**config.mk**
```make
export PLATFORM = sky130hd
export DESIGN_NAME = hazard_controller
export DESIGN_NICKNAME = d
export VERILOG_FILES = /design/src/rtl/hazard_pkg.sv /design/src/rtl/md_busy_counter.sv /design/src/rtl/hazard_controller.sv
export SDC_FILE = /design/constraint.sdc
export NUM_CORES = 1
export LEC_CHECK = 0
export ABC_CLOCK_PERIOD_IN_PS = 2300
export CAP_MARGIN = 20
export CORE_UTILIZATION = 30
export DETAILED_ROUTE_END_ITERATION = 6
export GPL_ROUTABILITY_DRIVEN = 0
export PLACE_DENSITY = 0.54
export SKIP_LAST_GASP = 1
export SYNTH_ARGS = -nofsm -noshare
export SYNTH_HDL_FRONTEND = slang
export SYNTH_SLANG_ARGS = --single-unit
export TNS_END_PERCENT = 10
```
**constraint.sdc**
```tcl
create_clock -name clk -period 2.3 [get_ports clk]
set_input_delay 0.23 -clock clk [delete_from_list [all_inputs] [get_ports clk]]
set_output_delay 0.23 -clock clk [all_outputs]
set_load 0.1 [all_outputs]
```
**src/rtl/hazard_pkg.sv**
```systemverilog
// Shared definitions for the pipeline hazard controller.
//   - Tuse / result-stage encodings used on the D-stage decode inputs
//   - bit positions of the forward-select outputs, matching the existing
//     forward multiplexer encodings
//   - E and M shadow-stage record layouts
//   - small comparator helpers shared by the stall logic
package hazard_pkg;

    // Tuse value meaning "this operand is not read"
    localparam logic [1:0] TUSE_NONE = 2'd3;

    // Stage that produces the D instruction's result
    localparam logic [1:0] RES_NONE = 2'd0;
    localparam logic [1:0] RES_E    = 2'd1;
    localparam logic [1:0] RES_M    = 2'd2;

    // dForwardSelect bit positions
    localparam int DFWD_RS_M = 1;
    localparam int DFWD_RT_M = 0;

    // eForwardSelect bit positions (A = rs operand, B = rt operand)
    localparam int EFWD_A_W = 3;
    localparam int EFWD_A_M = 2;
    localparam int EFWD_B_W = 1;
    localparam int EFWD_B_M = 0;

    typedef struct packed {
        logic [4:0] rs;
        logic [4:0] rt;
        logic [4:0] dst;
        logic [1:0] tnew;
        logic       mdStart;
        logic       mdDiv;
    } e_shadow_t;

    typedef struct packed {
        logic [4:0] rt;
        logic [4:0] dst;
        logic [1:0] tnew;
    } m_shadow_t;

    // Cycles until the result exists, counted from E entry.
    function automatic logic [1:0] tnew_of(input logic [1:0] res);
        case (res)
            RES_E:   return 2'd1;
            RES_M:   return 2'd2;
            default: return 2'd0;
        endcase
    endfunction

    // A source stalls when an older producer in flight will not have its
    // result ready by the time this source is consumed.
    function automatic logic src_stalls(input logic [4:0] src,
                                        input logic [1:0] tuse,
                                        input logic [4:0] dst,
                                        input logic [1:0] tnew);
        return (src != 5'd0) && (tuse != TUSE_NONE) && (dst == src) && (tnew > tuse);
    endfunction

endpackage

```
**src/rtl/md_busy_counter.sv**
```systemverilog
// Busy sequencer for the multi-cycle multiply/divide unit.
//   clk    in   pipeline clock
//   rst_n  in   asynchronous active-low reset
//   start  in   a mult/div sits in E this cycle; load the counter on the edge
//   isDiv  in   with start: divide (else multiply)
//   busy   out  counter is nonzero
module md_busy_counter #(
    parameter int MULT_CYCLES = 5,
    parameter int DIV_CYCLES  = 10
) (
    input  logic clk,
    input  logic rst_n,
    input  logic start,
    input  logic isDiv,
    output logic busy
);

    localparam logic [3:0] MULT_LOAD = 4'(MULT_CYCLES);
    localparam logic [3:0] DIV_LOAD  = 4'(DIV_CYCLES);

    logic [3:0] cnt_q, cnt_d;

    // A start always reloads, even if the unit is still busy.
    always_comb begin
        cnt_d = cnt_q;
        if (start) begin
            cnt_d = isDiv ? DIV_LOAD : MULT_LOAD;
        end else if (cnt_q != 4'd0) begin
            cnt_d = cnt_q - 4'd1;
        end
    end

    always_ff @(posedge clk or negedge rst_n) begin
        if (!rst_n) begin
            cnt_q <= 4'd0;
        end else begin
            cnt_q <= cnt_d;
        end
    end

    assign busy = (cnt_q != 4'd0);

endmodule

```
**src/rtl/hazard_controller.sv**
```systemverilog
// Hazard controller for the five-stage pipeline. Shadows the register
// fields of the E, M and W stages, decides stalls, and drives the select
// codes of the existing forward multiplexers.
//   clk, rst_n            clock, asynchronous active-low reset
//   dRs, dRt              D-stage source registers
//   dRsTuse, dRtTuse      cycles until each operand is needed (3 = unused)
//   dDst, dResStage       D-stage write register and producing stage
//   dMdStart, dMdDiv      D instruction starts mult (dMdDiv=0) or div
//   dMdUse                D instruction touches the HI/LO unit
//   stall                 freeze PC and IF/ID, flush ID/EX
//   dForwardSelect        [1] rs from M, [0] rt from M
//   eForwardSelect        [3]/[2] A from W/M, [1]/[0] B from W/M
//   mForwardSelect        store data from W
//   mdBusy                multiply/divide unit busy
module hazard_controller #(
    parameter int MULT_CYCLES = 5,
    parameter int DIV_CYCLES  = 10
) (
    input  logic       clk,
    input  logic       rst_n,
    input  logic [4:0] dRs,
    input  logic [4:0] dRt,
    input  logic [1:0] dRsTuse,
    input  logic [1:0] dRtTuse,
    input  logic [4:0] dDst,
    input  logic [1:0] dResStage,
    input  logic       dMdStart,
    input  logic       dMdDiv,
    input  logic       dMdUse,
    output logic       stall,
    output logic [1:0] dForwardSelect,
    output logic [3:0] eForwardSelect,
    output logic       mForwardSelect,
    output logic       mdBusy
);
    import hazard_pkg::*;

    e_shadow_t  e_q, e_d;
    m_shadow_t  m_q, m_d;
    logic [4:0] w_dst_q, w_dst_d;

    logic rs_stall, rt_stall, md_stall;
    logic a_from_m, b_from_m;

    md_busy_counter #(
        .MULT_CYCLES(MULT_CYCLES),
        .DIV_CYCLES (DIV_CYCLES)
    ) u_md_busy (
        .clk  (clk),
        .rst_n(rst_n),
        .start(e_q.mdStart),
        .isDiv(e_q.mdDiv),
        .busy (mdBusy)
    );

    // Producer in M can be bypassed only once its value exists (tnew==0).
    function automatic logic m_hit(input logic [4:0] src, input logic [4:0] dst,
                                   input logic [1:0] tnew);
        return (src != 5'd0) && (src == dst) && (tnew == 2'd0);
    endfunction

    function automatic logic w_hit(input logic [4:0] src, input logic [4:0] dst);
        return (src != 5'd0) && (src == dst);
    endfunction

    assign rs_stall = src_stalls(dRs, dRsTuse, e_q.dst, e_q.tnew)
                   || src_stalls(dRs, dRsTuse, m_q.dst, m_q.tnew);
    assign rt_stall = src_stalls(dRt, dRtTuse, e_q.dst, e_q.tnew)
                   || src_stalls(dRt, dRtTuse, m_q.dst, m_q.tnew);
    // mdStart still in E counts as busy: the counter only loads on that edge.
    assign md_stall = dMdUse && (mdBusy || e_q.mdStart);
    assign stall    = rs_stall || rt_stall || md_stall;

    assign a_from_m = m_hit(e_q.rs, m_q.dst, m_q.tnew);
    assign b_from_m = m_hit(e_q.rt, m_q.dst, m_q.tnew);

    always_comb begin
        dForwardSelect = 2'b00;
        dForwardSelect[DFWD_RS_M] = m_hit(dRs, m_q.dst, m_q.tnew);
        dForwardSelect[DFWD_RT_M] = m_hit(dRt, m_q.dst, m_q.tnew);

        // M is the younger producer, so it wins over W.
        eForwardSelect = 4'b0000;
        eForwardSelect[EFWD_A_M] = a_from_m;
        eForwardSelect[EFWD_A_W] = !a_from_m && w_hit(e_q.rs, w_dst_q);
        eForwardSelect[EFWD_B_M] = b_from_m;
        eForwardSelect[EFWD_B_W] = !b_from_m && w_hit(e_q.rt, w_dst_q);

        mForwardSelect = w_hit(m_q.rt, w_dst_q);
    end

    always_comb begin
        // A stall injects an all-zero bubble, which also drops mdStart.
        e_d = '0;
        if (!stall) begin
            e_d.rs      = dRs;
            e_d.rt      = dRt;
            e_d.dst     = dDst;
            e_d.tnew    = tnew_of(dResStage);
            e_d.mdStart = dMdStart;
            e_d.mdDiv   = dMdDiv;
        end
        m_d.rt   = e_q.rt;
        m_d.dst  = e_q.dst;
        m_d.tnew = (e_q.tnew != 2'd0) ? e_q.tnew - 2'd1 : 2'd0;
        w_dst_d  = m_q.dst;
    end

    // ---- E -> M -> W shadow advance ----
    always_ff @(posedge clk or negedge rst_n) begin
        if (!rst_n) begin
            e_q     <= '0;
            m_q     <= '0;
            w_dst_q <= 5'd0;
        end else begin
            e_q     <= e_d;
            m_q     <= m_d;
            w_dst_q <= w_dst_d;
        end
    end

endmodule

```
==> results.md <==
* Minimum clock period at about 2300 ps
* Post-DRT Antenna Nets at 0
* Register area share after synthesis at 0.470
* RSZ-0062 raised after global routing: true
* Crit-path max FO at 3
* Antenna Cells at 0
* Clock Pin Slew Worst Setup and Hold Paths at about 80 ps
* Netlist cell types at 37
* R2r worst-path depth at 7
* Status: finished clean
* Internal power component at about 0.0015 W
* CTS tree: built
* DRT Pass-1 Iters at 4
* Post-route cell area at 2950 sq um
* # setup viols final at 0
* Crit Path Class: in2out
* Reg2reg end: e_q[3]$_DFF_PN0_
* Setup WS post-layout at approximately 8 ps
* Post-Synthesis Net Count at 230
* Hold WC Path Type: in2async
* First-pass GRT wire length at ~8.0 mm
* Slew HR at 0.418
* Clk sink count at 40
* FF-to-FF setup slack at about 210 ps
* CP Capture Type: output pin
* Worst-Margin Slew at 873 ps
* Fin Clk Skew at approximately 6.7 ps
* Switching Share at 0.345
* Total track usage at 0.144
* Initial DRC Count at 74
* Post-DR vias/cell at roughly 4.5
* Worst skew pair latency at about 290 ps
* Most frequent cells in the layout: dfrtp_1 (40), xnor2_1 (25), clkdlybuf4s50_1 (24), buf_4 (24), xor2_1 (19)
* Root buf cell: clkbuf_8
* Area grow syn2layout at 38.5%
* Grt ovf at 0
* Ys Warns at 0
* # nets final at 286
* FP Rows at 30
* Logic pwr share at 0.349
* Slew Viols, Final at 0
* Critical Path RT at 2070 ps
* PwrDens at slightly below 800 nW/um^2
* VDD IR-drop max at around 310 uV
* Switching power at 0.000796 W
* Share of cells above drive strength 1 at 0.207
* Seq pwr share at 0.406
* Die ar. at approximately 7400 sq um
* Num ports at 35
* Vias in the first global route at approximately 1600
* Residual DRC at 0
* Clk network pwr share at 0.245
* Core area at approximately 7000 sq um
* CTS Buf Count at 5
* Synthesized cell area at 2130 sq um
* Max cap viols at 0
* Detailed placer's ending HPWL at ~3.5 mm
* Starting Density at 0.312
* Fin. Hold Viols at 0
* Chip height at approximately 86 um
* Largest net degree at the start of global routing at just over 40
* Placed Area at ~2800 sq um
* Synth Register Bits at 40
* Crit Reg-Reg Startpoint: e_q[3]$_DFF_PN0_
* Die Width at roughly 86 um
* Initial antenna violation count at 0
* Via count at ~1600
* H-tree level count at 2
* Crit start category: input port
* Mapped Cells at about 190
* DR WL/cell at between 10 and 15 um
* Longest Clk Path Bufs at 2
* Setup WS pre-CTS at -115 ps
* Period utilisation layout at 0.996
* IO Port Bufs at 34
* F_max at around 0.44 GHz
* Syn_area_per_cell at approximately 11 sq um
* Crit path DAT at 2060 ps
* Leak pwr at 1.34 nW
* Commonest non-fill, non-tap cell in the layout: dfrtp_1
* Final wirelength at approximately 4.7 mm
==> through the flow <==
step	power (W)	cells	TNS, ps	hold slack (ps)	utilization
3_5_place_dp	0.00172	337	-1230	408	0.405
5_1_grt	0.00245	347	-186	131	0.432
6_report	0.00231	347	0	46.9	0.432
4_1_cts	0.00231	346	0	83.1	0.427
2_1_floorplan	0.00145	194	-258	-65.6	-
3_3_place_gp	0.00172	337	-318	402	0.405
==> state kept, by name (all words and copies together), names as in the netlist <==
| register | flops |
|---|---|
| e_q | 19 |
| m_q | 7 |
| w_dst_d | 5 |
| w_dst_q | 5 |
| u_md_busy.cnt_q | 4 |
==> power groups by stage <==
stage               clock (W)  combinational [W]  sequential (W)
floorplan                   0           0.000551        0.000903
global placement            0           0.000775        0.000942
detailed placement          0           0.000779        0.000943
global route         0.000612           0.000888        0.000955
finish               0.000566           0.000807        0.000937
CTS                  0.000584           0.000797        0.000933
==> how the worst max path moves through the flow <==
stage                                         from           endpoint  slack, ps  depth (start not counted)
finish                                  dRtTuse[1]              stall          8                          8
detailed placement                      dRsTuse[1]              stall       -120                          8
global route        u_md_busy.cnt_q[0]$_DFFE_PN0N_              stall        -90                          8
floorplan                        e_q[15]$_DFF_PN0_  eForwardSelect[3]       -130                          4
global placement                        dRsTuse[1]              stall        -60                          8
CTS                                     dRtTuse[1]              stall          3                          8
==> worst max-delay path, cell delays in order <==
cell and delay (ps):
clkdlybuf4s50_1 470, inv_1 90, ha_1 330, a222oi_1 390
nand3_1 120, o31a_2 150, nand2_2 100, buf_12 170
==> layer usage <==
metal / global-route usage / up-vias / share of wire
li1: - / 790 / -
met1: 0.179 / 745 / 0.44
met2: 0.240 / 30 / 0.50
met3: 0.0324 / 11 / 0.029
met4: 0.0636 / 0 / 0.025
met5: 0 / - / 0
==> logic make-up (layout without fill, tap and decap cells) <==
family	Yosys count	after routing	share of synthesized area
XOR/XNOR	44	44	0.181
adder cells (fa/ha/maj)	10	10	0.0588
AO/OA/AOI/OAI	19	19	0.0705
AND/OR/NAND/NOR	63	63	0.177
flip-flops	40	40	0.470
buffers and inverters	18	75	0.0429
==> cell usage after synthesis (all sizes together) <==
cell | count | area, sq um
o221ai | 1 | 8.76
o21ai | 2 | 10.0
a222oi | 2 | 20.0
nand2b | 3 | 18.8
o211ai | 2 | 15.0
o31ai | 1 | 7.51
o21a | 2 | 15.0
nand4 | 2 | 12.5
a221oi | 3 | 26.3
a21o | 1 | 7.51
inv | 11 | 41.3
nor2b | 3 | 18.8
nor2 | 9 | 36.3
clkbuf | 1 | 3.75
nand4b | 1 | 8.76
ha | 10 | 125
and2 | 1 | 6.26
and4b | 3 | 30.0
or3 | 1 | 6.26
nor3 | 6 | 30.0
o211a | 1 | 10.0
xor2 | 19 | 166
or4 | 5 | 37.5
buf | 6 | 46.3
nor4 | 3 | 18.8
o31a | 1 | 10.0
o311a | 1 | 10.0
nand2 | 2 | 7.51
and3 | 18 | 113
dfrtp | 40 | 1000
a21oi | 2 | 10.0
xnor2 | 25 | 219
nand3 | 5 | 25.0
nor3b | 1 | 7.51
==> final cells by class <==
type                            instances  area, sq um
Timing Repair Buffer                   56          566
Tap cell                               96          120
Inverter                               11         41.3
Clock buffer                            5         68.8
Sequential cell                        40         1000
Fill cell                             696         3880
Clock inverter                          3         42.5
Multi-Input combinational cell        136         1110
==> timing repair <==
action	in CTS	in global routing
setup endpoints to repair	1	4
pin swaps	4	3
buffers inserted	1	1
resized for setup	5	3
endpoints found under the hold margin	0	0
hold buffers	0	0
(Power assumes the default switching activity.)
